$ cat src/rtl/mem_io_responder.sv
// Memory-side responder for the CPU memory port: one request at a time, served from BRAM or memory-mapped IO.
// Latency: rsp_valid 2 cycles after accept for stores and IO, RAM_LAT+2 cycles for RAM reads.
// Backpressure: req_ready is high only in IDLE; responses are single-cycle pulses with no backpressure.
module mem_io_responder #(
    parameter int                ADDR_W  = 16,
    parameter int                DATA_W  = 16,
    parameter logic [ADDR_W-1:0] IO_BASE = 16'hFF00,
    parameter int                RAM_LAT = 1,
    parameter int                SW_W    = 10,
    parameter int                LED_W   = 10
) (
    input  logic              clk,
    input  logic              reset,
    input  logic              req_valid,
    input  logic              req_we,
    input  logic [ADDR_W-1:0] req_addr,
    input  logic [DATA_W-1:0] req_wdata,
    output logic              req_ready,
    output logic              rsp_valid,
    output logic [DATA_W-1:0] rsp_rdata,
    output logic              rsp_err,
    output logic              ram_en,
    output logic              ram_we,
    output logic [ADDR_W-1:0] ram_addr,
    output logic [DATA_W-1:0] ram_wdata,
    input  logic [DATA_W-1:0] ram_rdata,
    input  logic [SW_W-1:0]   sw_in,
    output logic [LED_W-1:0]  led_out
);

    typedef enum logic [1:0] {
        S_IDLE,
        S_ISSUE,
        S_WAIT,
        S_RESP
    } state_t;

    localparam logic [1:0]        LAT_LAST = 2'(RAM_LAT - 1);
    localparam logic [ADDR_W-1:0] OFF_LED  = ADDR_W'(0);
    localparam logic [ADDR_W-1:0] OFF_SW   = ADDR_W'(1);
    localparam logic [ADDR_W-1:0] OFF_TMR  = ADDR_W'(2);

    state_t              state_q, state_d;
    logic [ADDR_W-1:0]   addr_q, addr_d;
    logic                we_q, we_d;
    logic [DATA_W-1:0]   wdata_q, wdata_d;
    logic [1:0]          cnt_q, cnt_d;
    logic [DATA_W-1:0]   rdata_q, rdata_d;
    logic                err_q, err_d;
    logic [LED_W-1:0]    led_q, led_d;
    logic [DATA_W-1:0]   timer_q, timer_d;
    logic [SW_W-1:0]     sw_meta_q, sw_meta_d;
    logic [SW_W-1:0]     sw_sync_q, sw_sync_d;

    logic                is_io;
    logic [ADDR_W-1:0]   io_off;

    assign is_io  = (addr_q >= IO_BASE);
    assign io_off = addr_q - IO_BASE;

    always_comb begin
        state_d   = state_q;
        addr_d    = addr_q;
        we_d      = we_q;
        wdata_d   = wdata_q;
        cnt_d     = cnt_q;
        rdata_d   = rdata_q;
        err_d     = err_q;
        led_d     = led_q;
        timer_d   = timer_q + DATA_W'(1);
        sw_meta_d = sw_in;
        sw_sync_d = sw_meta_q;
        ram_en    = 1'b0;
        ram_we    = 1'b0;

        unique case (state_q)
            S_IDLE: begin
                if (req_valid) begin
                    addr_d  = req_addr;
                    we_d    = req_we;
                    wdata_d = req_wdata;
                    state_d = S_ISSUE;
                end
            end
            S_ISSUE: begin
                if (!is_io) begin
                    ram_en = 1'b1;
                    ram_we = we_q;
                    if (we_q) begin
                        rdata_d = '0;
                        err_d   = 1'b0;
                        state_d = S_RESP;
                    end else begin
                        cnt_d   = 2'd0;
                        state_d = S_WAIT;
                    end
                end else begin
                    // Response fields only change on entry to RESP so they hold between pulses.
                    rdata_d = '0;
                    err_d   = 1'b0;
                    state_d = S_RESP;
                    if (io_off == OFF_LED) begin
                        if (we_q) led_d = wdata_q[LED_W-1:0];
                        else      rdata_d = DATA_W'(led_q);
                    end else if (io_off == OFF_SW) begin
                        if (!we_q) rdata_d = DATA_W'(sw_sync_q);
                    end else if (io_off == OFF_TMR) begin
                        if (we_q) timer_d = wdata_q;
                        else      rdata_d = timer_q;
                    end else begin
                        err_d = 1'b1;
                    end
                end
            end
            S_WAIT: begin
                if (cnt_q == LAT_LAST) begin
                    rdata_d = ram_rdata;
                    err_d   = 1'b0;
                    state_d = S_RESP;
                end else begin
                    cnt_d = cnt_q + 2'd1;
                end
            end
            S_RESP: begin
                state_d = S_IDLE;
            end
            default: state_d = S_IDLE;
        endcase
    end

    always_ff @(posedge clk) begin
        if (!reset) begin
            state_q   <= S_IDLE;
            addr_q    <= '0;
            we_q      <= 1'b0;
            wdata_q   <= '0;
            cnt_q     <= 2'd0;
            rdata_q   <= '0;
            err_q     <= 1'b0;
            led_q     <= '0;
            timer_q   <= '0;
            sw_meta_q <= '0;
            sw_sync_q <= '0;
        end else begin
            state_q   <= state_d;
            addr_q    <= addr_d;
            we_q      <= we_d;
            wdata_q   <= wdata_d;
            cnt_q     <= cnt_d;
            rdata_q   <= rdata_d;
            err_q     <= err_d;
            led_q     <= led_d;
            timer_q   <= timer_d;
            sw_meta_q <= sw_meta_d;
            sw_sync_q <= sw_sync_d;
        end
    end

    assign req_ready = (state_q == S_IDLE);
    assign rsp_valid = (state_q == S_RESP);
    assign rsp_rdata = rdata_q;
    assign rsp_err   = err_q;
    assign ram_addr  = addr_q;
    assign ram_wdata = wdata_q;
    assign led_out   = led_q;

endmodule

$ cat config.mk
export PLATFORM = sky130hd
export DESIGN_NAME = mem_io_responder
export DESIGN_NICKNAME = d
export VERILOG_FILES = /design/src/rtl/mem_io_responder.sv
export SDC_FILE = /design/constraint.sdc
export NUM_CORES = 1
export LEC_CHECK = 0
export CORE_MARGIN = 4
export CORE_UTILIZATION = 30
export DETAILED_ROUTE_END_ITERATION = 12
export PLACE_DENSITY = 0.56
export SLEW_MARGIN = 10
export SYNTH_ARGS = -nofsm -noshare
export SYNTH_HDL_FRONTEND = slang
export SYNTH_SLANG_ARGS = --single-unit
$ cat constraint.sdc
create_clock -name clk -period 1.68 [get_ports clk]
set_input_delay 0.168 -clock clk [delete_from_list [all_inputs] [get_ports clk]]
set_output_delay 0.168 -clock clk [all_outputs]
set_load 0.005 [all_outputs]
Word-level counts from Yosys, hierarchy flattened
Cells that the tools add are included.

word-level totals
  register bits after elaboration = 100
  input bits = 62
  output and inout bits = 63

operators by class
  $add $sub $neg = 3
  order comparisons = 1
  eq/ne operators = 11
  mux-type cells = 36
  reductions and logical operators = 9

operators with widths
  kind                                                        number
  two-way mux 16 bit                                          13
  one-hot mux 16 bit (2 select lines)                         1
  two-way mux 10 bit                                          2
  adder 16 x 1 -> 16 bit (second input constant)              1
  equality test 16 x 1 -> 1 bit (second input constant)       1
  equality test 16 x 2 -> 1 bit (second input constant)       1
  greater-or-equal comparator 16 bit (second input constant)  1
  logical NOT 16 bit                                          1
  subtractor 16 bit (second input constant)                   1
  two-way mux 2 bit                                           6
  two-way mux 1 bit                                           11
  inequality test 2 bit (second input constant)               5
  one-hot mux 2 bit (4 select lines)                          1
  AND reduction 4 bit                                         2
  equality test 2 bit (second input constant)                 2
  logical NOT 2 bit                                           2
  one-hot mux 2 bit (2 select lines)                          1
  AND reduction 2 bit                                         2
  inequality test 3 bit (second input constant)               1
  AND reduction 3 bit                                         1
  adder 2 x 1 -> 2 bit (second input constant)                1
  equality test 2 x 1 -> 1 bit (second input constant)        1
  one-hot mux 1 bit (2 select lines)                          1
  nonzero test 2 bit                                          1

Logic depth before layout (Yosys ltp)
  word-level depth = 7
  depth in mapped cells = 8
  gate-level depth less buffers = 7

Worst setup path before layout
No wires, ideal clock.

  path kind = flip-flop to flip-flop
  start = register addr_q[14], in the netlist ram_addr[14]
  end = register rdata_q[4], in the netlist rsp_rdata[4]
  setup time = 0.074 ns
  arrival time = 1.800 ns
  setup slack = -0.194 ns
  cell stages (with the launch flop) = 8
  path buffers = 2
  clock period less this slack = 1.874 ns
  path through = dfxtp_1 > nand4_1 > or2_1 > buf_6 > a311oi_4 > buf_6 > mux2_2 > o21ai_0

between the ends
  word-level cells in the longest chain between the ends = 7
  elaborated cells between the ends (all ways) = 12
  those cells by class = add/sub (1); order compare (1); eq/ne (3); mux (5); reduce/logical (2)

ends and longest elaborated chain
  element                              RTL line  text
  start, declared                      44        logic [ADDR_W-1:0] addr_q, addr_d;
  start signal, assigned               146       addr_q <= addr_d;
  subtractor 16 bit                    59        assign io_off = addr_q - IO_BASE;
  equality test 16 x 2 -> 1 bit        107       end else if (io_off == OFF_TMR) begin
  two-way mux 16 bit                   107
  two-way mux 16 bit                   105       end else if (io_off == OFF_SW) begin
  two-way mux 16 bit                   102       if (io_off == OFF_LED) begin
  two-way mux 16 bit                   86        if (!is_io) begin
  one-hot mux 16 bit (2 select lines)  76        unique case (state_q)
  end signal, assigned                 150       rdata_q <= rdata_d;
  end, declared                        48        logic [DATA_W-1:0] rdata_q, rdata_d;

Parallel ways exist; a longest one is shown, timed or not.
A chain may end at the register's enable or synchronous reset.

Worst setup path after layout
  start = register addr_q[15], in the netlist ram_addr[15]
  end = register rdata_q[7], in the netlist rsp_rdata[7]

Same word-level chain as after synthesis.

==> results.txt <==
* Final Critical Period: 1.82 ns
- In this run, the number of DRC markers left after iteration 0 of detailed routing was 250.
- TritonCTS clock tree: done
- The tool flagged a number of max-cap violations equal to 0.
- Net switching is 29.0% of the power.
- Of the total power, combinational logic draws 30.1%.
- Yosys printed 0 warnings.
- For the worst setup path, the data arrival time is 2.11 ns.
- Share of total power in the clock network: 29.1%
- Area of combinational cells with multiple inputs: 2340 um2
* List of most frequent post-synthesis cells: nand2_1, dfxtp_1, a21boi_0
- Among all cell types in the netlist, the one instantiated most often is nand2_1.
- Detailed placement ended at an HPWL of 9710 um.
- STA classifies the critical path startpoint as a flop.
- Input and output buffers added on the ports amount to 124.
* Die Y: 130 um
* Final Wtd Congestion: 0.779
* Hold WC Path Type: in -> reg
- Sequential elements use 44.8% of the synthesized area.
- The number of different library cells used by synthesis comes to 45.
- Final net count: 732
* Type of destination of the critical path: flop
- The run finished, with violations left.
- Average cell area after synthesis: 8.72 um2
- P_int: 4.80 mW
- The clock reaches the later pin of the worst-skew pair after 0.35 ns.
- The total count of hold-check failures in the final report is 0.
* Ports placed on the boundary: 125
* Share of the clock period used by the worst path after layout: 109%
- Summed over all layers, the global routing overflow is 0.
* Final ANT Viol Nets: 0
- Hold path endpoint: rsp_rdata[13]$_SDFFE_PN0P_
* Setup violation total in the final timing report: 18
* Maximum fanout along the worst path: 7
- Vias in the first global route: 4013
- Counting cells, the worst reg-to-reg path comes to 7.
* Switch Pwr: 1.96 mW
* Clock buffers created by TritonCTS: 9
- The finished layout holds 853 standard cells, fillers aside.
- Setup repair after global routing could not meet its margin everywhere.
- Dividing total power by cell area gives a power density of 1020 nW/um2.
* Synthesis-to-layout area growth: 49.1%
* Reg power frac: 40.8%
- Launch point of the worst reg-to-reg path: ram_addr[15]$_SDFFE_PN0P_
- The post-route netlist has 17.2% of its cells at a drive strength greater than 1.
- Summed over all layers, the routed wires come to 13100 um.
* Via density: 4.77
* Root Buffer Master: clkbuf_16
- Worst setup path startpoint: ram_addr[15]$_SDFFE_PN0P_
- Placement row count: 44
* Post-route DRC: 0
- Netlist Area Pre-Place: 4460 um2
- In this run, synthesis produced a sequential element count of 100.
- Registers take 2010 um2.
- Worst path setup slack after routing: -0.144 ns
* Number of buffers on the longest clock path: 2
- CTS clk-pin slew, worst paths: 0.07 ns
* Failing checks: setup timing
- Final Power: 6.76 mW
- Total routing resource utilization after global routing: 15.6%
* Maximum clock frequency: 0.548 GHz
- Worst hold-check slack: 0.187 ns
- Category of the critical setup timing path: reg -> reg
- The worst-case IR drop observed on VDD is 0.611 mV.
- Worst Hold Depth: 3
* Total negative slack: -1.86 ns
- After detailed routing, the average wire length per cell comes to 15.4 um.
- At the end of the flow the core is filled with cells to 45.8%.
- DR vias: 4067
* Proportion of netlist area held by the largest area contributor: 44.8%
- Fill cells in the final layout number 1449.
* Sinks on Clock Net: 100
- For the pin with the worst max-slew slack, the measured transition is 0.364 ns.
- The initial utilization of the core area, before any placement, comes to 30.7%.
- The final number of max-transition violations is 0.
- From left edge to right edge, the die measures 130 um.
* Reg2Reg Capture Point: rsp_rdata[7]$_SDFFE_PN0P_
- Library cell with the largest summed area after synthesis: dfxtp_1
- By area the synthesized netlist is led by dfxtp_1, nand2_1, a21boi_0.
- Leakage power total: 2.58 nW
- Antenna diode count: 0
* Number of nets in the synthesized netlist: 580
- Synth async-reset ratio: 0%
- Worst slew margin: 75.5%
- Clock skew on the completed layout was measured at 0.00946 ns.
- The initial antenna violation count is 0.
* Maximum number of pins on one net before global-route repair: 36
- The pre-antenna-repair detailed-routing pass consisted of 6 iterations.
* Number of flops mapped to enable cells by yosys: 0
* Number of instances in the synthesized netlist: 512
* Count of placed standard cells including taps: 833
- In this run the standard cell core region covers 14500 um2.
* First-pass GRT wire length: 20600 um
- CTS H-Tree Depth: 3
- Predominant post-synthesis flop cell: dfxtp_1
- Die Outline Area: 16900 um2
* R2R Setup Slk: -0.14 ns
- In this run the most critical hold path is launched from reset.
* Data required time of the worst path: 1.96 ns
-- state kept, by name, indices dropped and copies added (netlist names) --
name and flops:
rsp_rdata 16, led_out 10, sw_meta_q 10, sw_sync_q 10
ram_addr 16, ram_wdata 16, state_q 2, timer_q 16
rsp_err 1, cnt_q 2, we_q 1
-- power by group through the flow --
stage,sequential (mW),combinational [mW],clock (mW)
3_3_place_gp,2.80,1.92,0
5_1_grt,2.79,2.23,2.10
4_1_cts,2.76,1.99,2.02
2_1_floorplan,2.80,0.959,0
6_report,2.76,2.03,1.97
3_5_place_dp,2.81,1.94,0
-- layout by cell type (no fill, tap or decap), types with 14 or more instances in the layout --
master / netlist / routed
nor2b_1: 14 / 14
o21ai_0: 29 / 20
a21boi_0: 34 / 34
inv_1: 17 / 17
buf_4: 1 / 40
clkdlybuf4s50_1: 0 / 120
and2_1: 22 / 22
nand3_1: 18 / 18
o21ai_2: 1 / 14
nand2_1: 108 / 107
dfxtp_1: 100 / 90
-- through the flow --
stage / instance area [um2] / setup WS [ns]
2_1_floorplan: 4530 / -0.0764
5_1_grt: 6660 / -0.239
3_3_place_gp: 6250 / -0.0376
4_1_cts: 6580 / -0.206
3_5_place_dp: 6250 / -0.138
6_report: 6660 / -0.144
-- worst max-delay path, cell delays in order, from the launching register on --
cell	delay, ns
dfxtp_2	0.33
nand4_1	0.14
or2_4	0.28
buf_6	0.13
a311oi_4	0.29
buf_6	0.21
mux2_4	0.32
o21ai_2	0.06
-- worst max-delay path by stage --
| stage | slack [ns] | depth (start not counted) | end |
|---|---|---|---|
| floorplan | -0.08 | 7 | rsp_rdata[4]$_SDFFE_PN0P_ |
| global placement | -0.04 | 6 | rsp_rdata[0]$_SDFFE_PN0P_ |
| detailed placement | -0.14 | 7 | rsp_rdata[7]$_SDFFE_PN0P_ |
| CTS | -0.21 | 7 | rsp_rdata[7]$_SDFFE_PN0P_ |
| global route | -0.24 | 8 | rsp_rdata[12]$_SDFFE_PN0P_ |
| finish | -0.14 | 7 | rsp_rdata[7]$_SDFFE_PN0P_ |
-- timing repair --
item,4_1_cts,5_1_grt
endpoints found under the setup margin,20,51
resized for setup,26,17
pin swaps,3,5
hold buffers,0,0
buffers inserted,1,3
-- logic make-up (layout without fill, tap and decap cells) --
group,after synthesis,after routing,share of synthesized area (%)
multiplexers,23,23,5.44
AO/OA/AOI/OAI,118,118,18.1
buffers and inverters,52,209,5.49
XOR/XNOR,14,14,2.75
adder cells (fa/ha/maj),6,6,1.68
flip-flops,100,100,44.8
AND/OR/NAND/NOR,199,199,21.7
-- layer usage --
metal | vias to the layer above | global-route usage [%] | part of all wire [%]
li1 | 2042 | - | -
met1 | 1914 | 19.2 | 43
met2 | 106 | 27.0 | 50
met3 | 5 | 4.79 | 6.2
met4 | 0 | 3.36 | 0.79
met5 | - | 0 | 0
-- layout make-up --
class / instances / share of cell area (%)
clock buffers: 13 / 3.91
inverters: 17 / 0.959
multi-input cells: 360 / 35.2
repair buffers: 176 / 25.9
flip-flops and latches: 100 / 30.3
well taps: 184 / 3.46
clock inverters: 3 / 0.320
(Power assumes the default switching activity.)
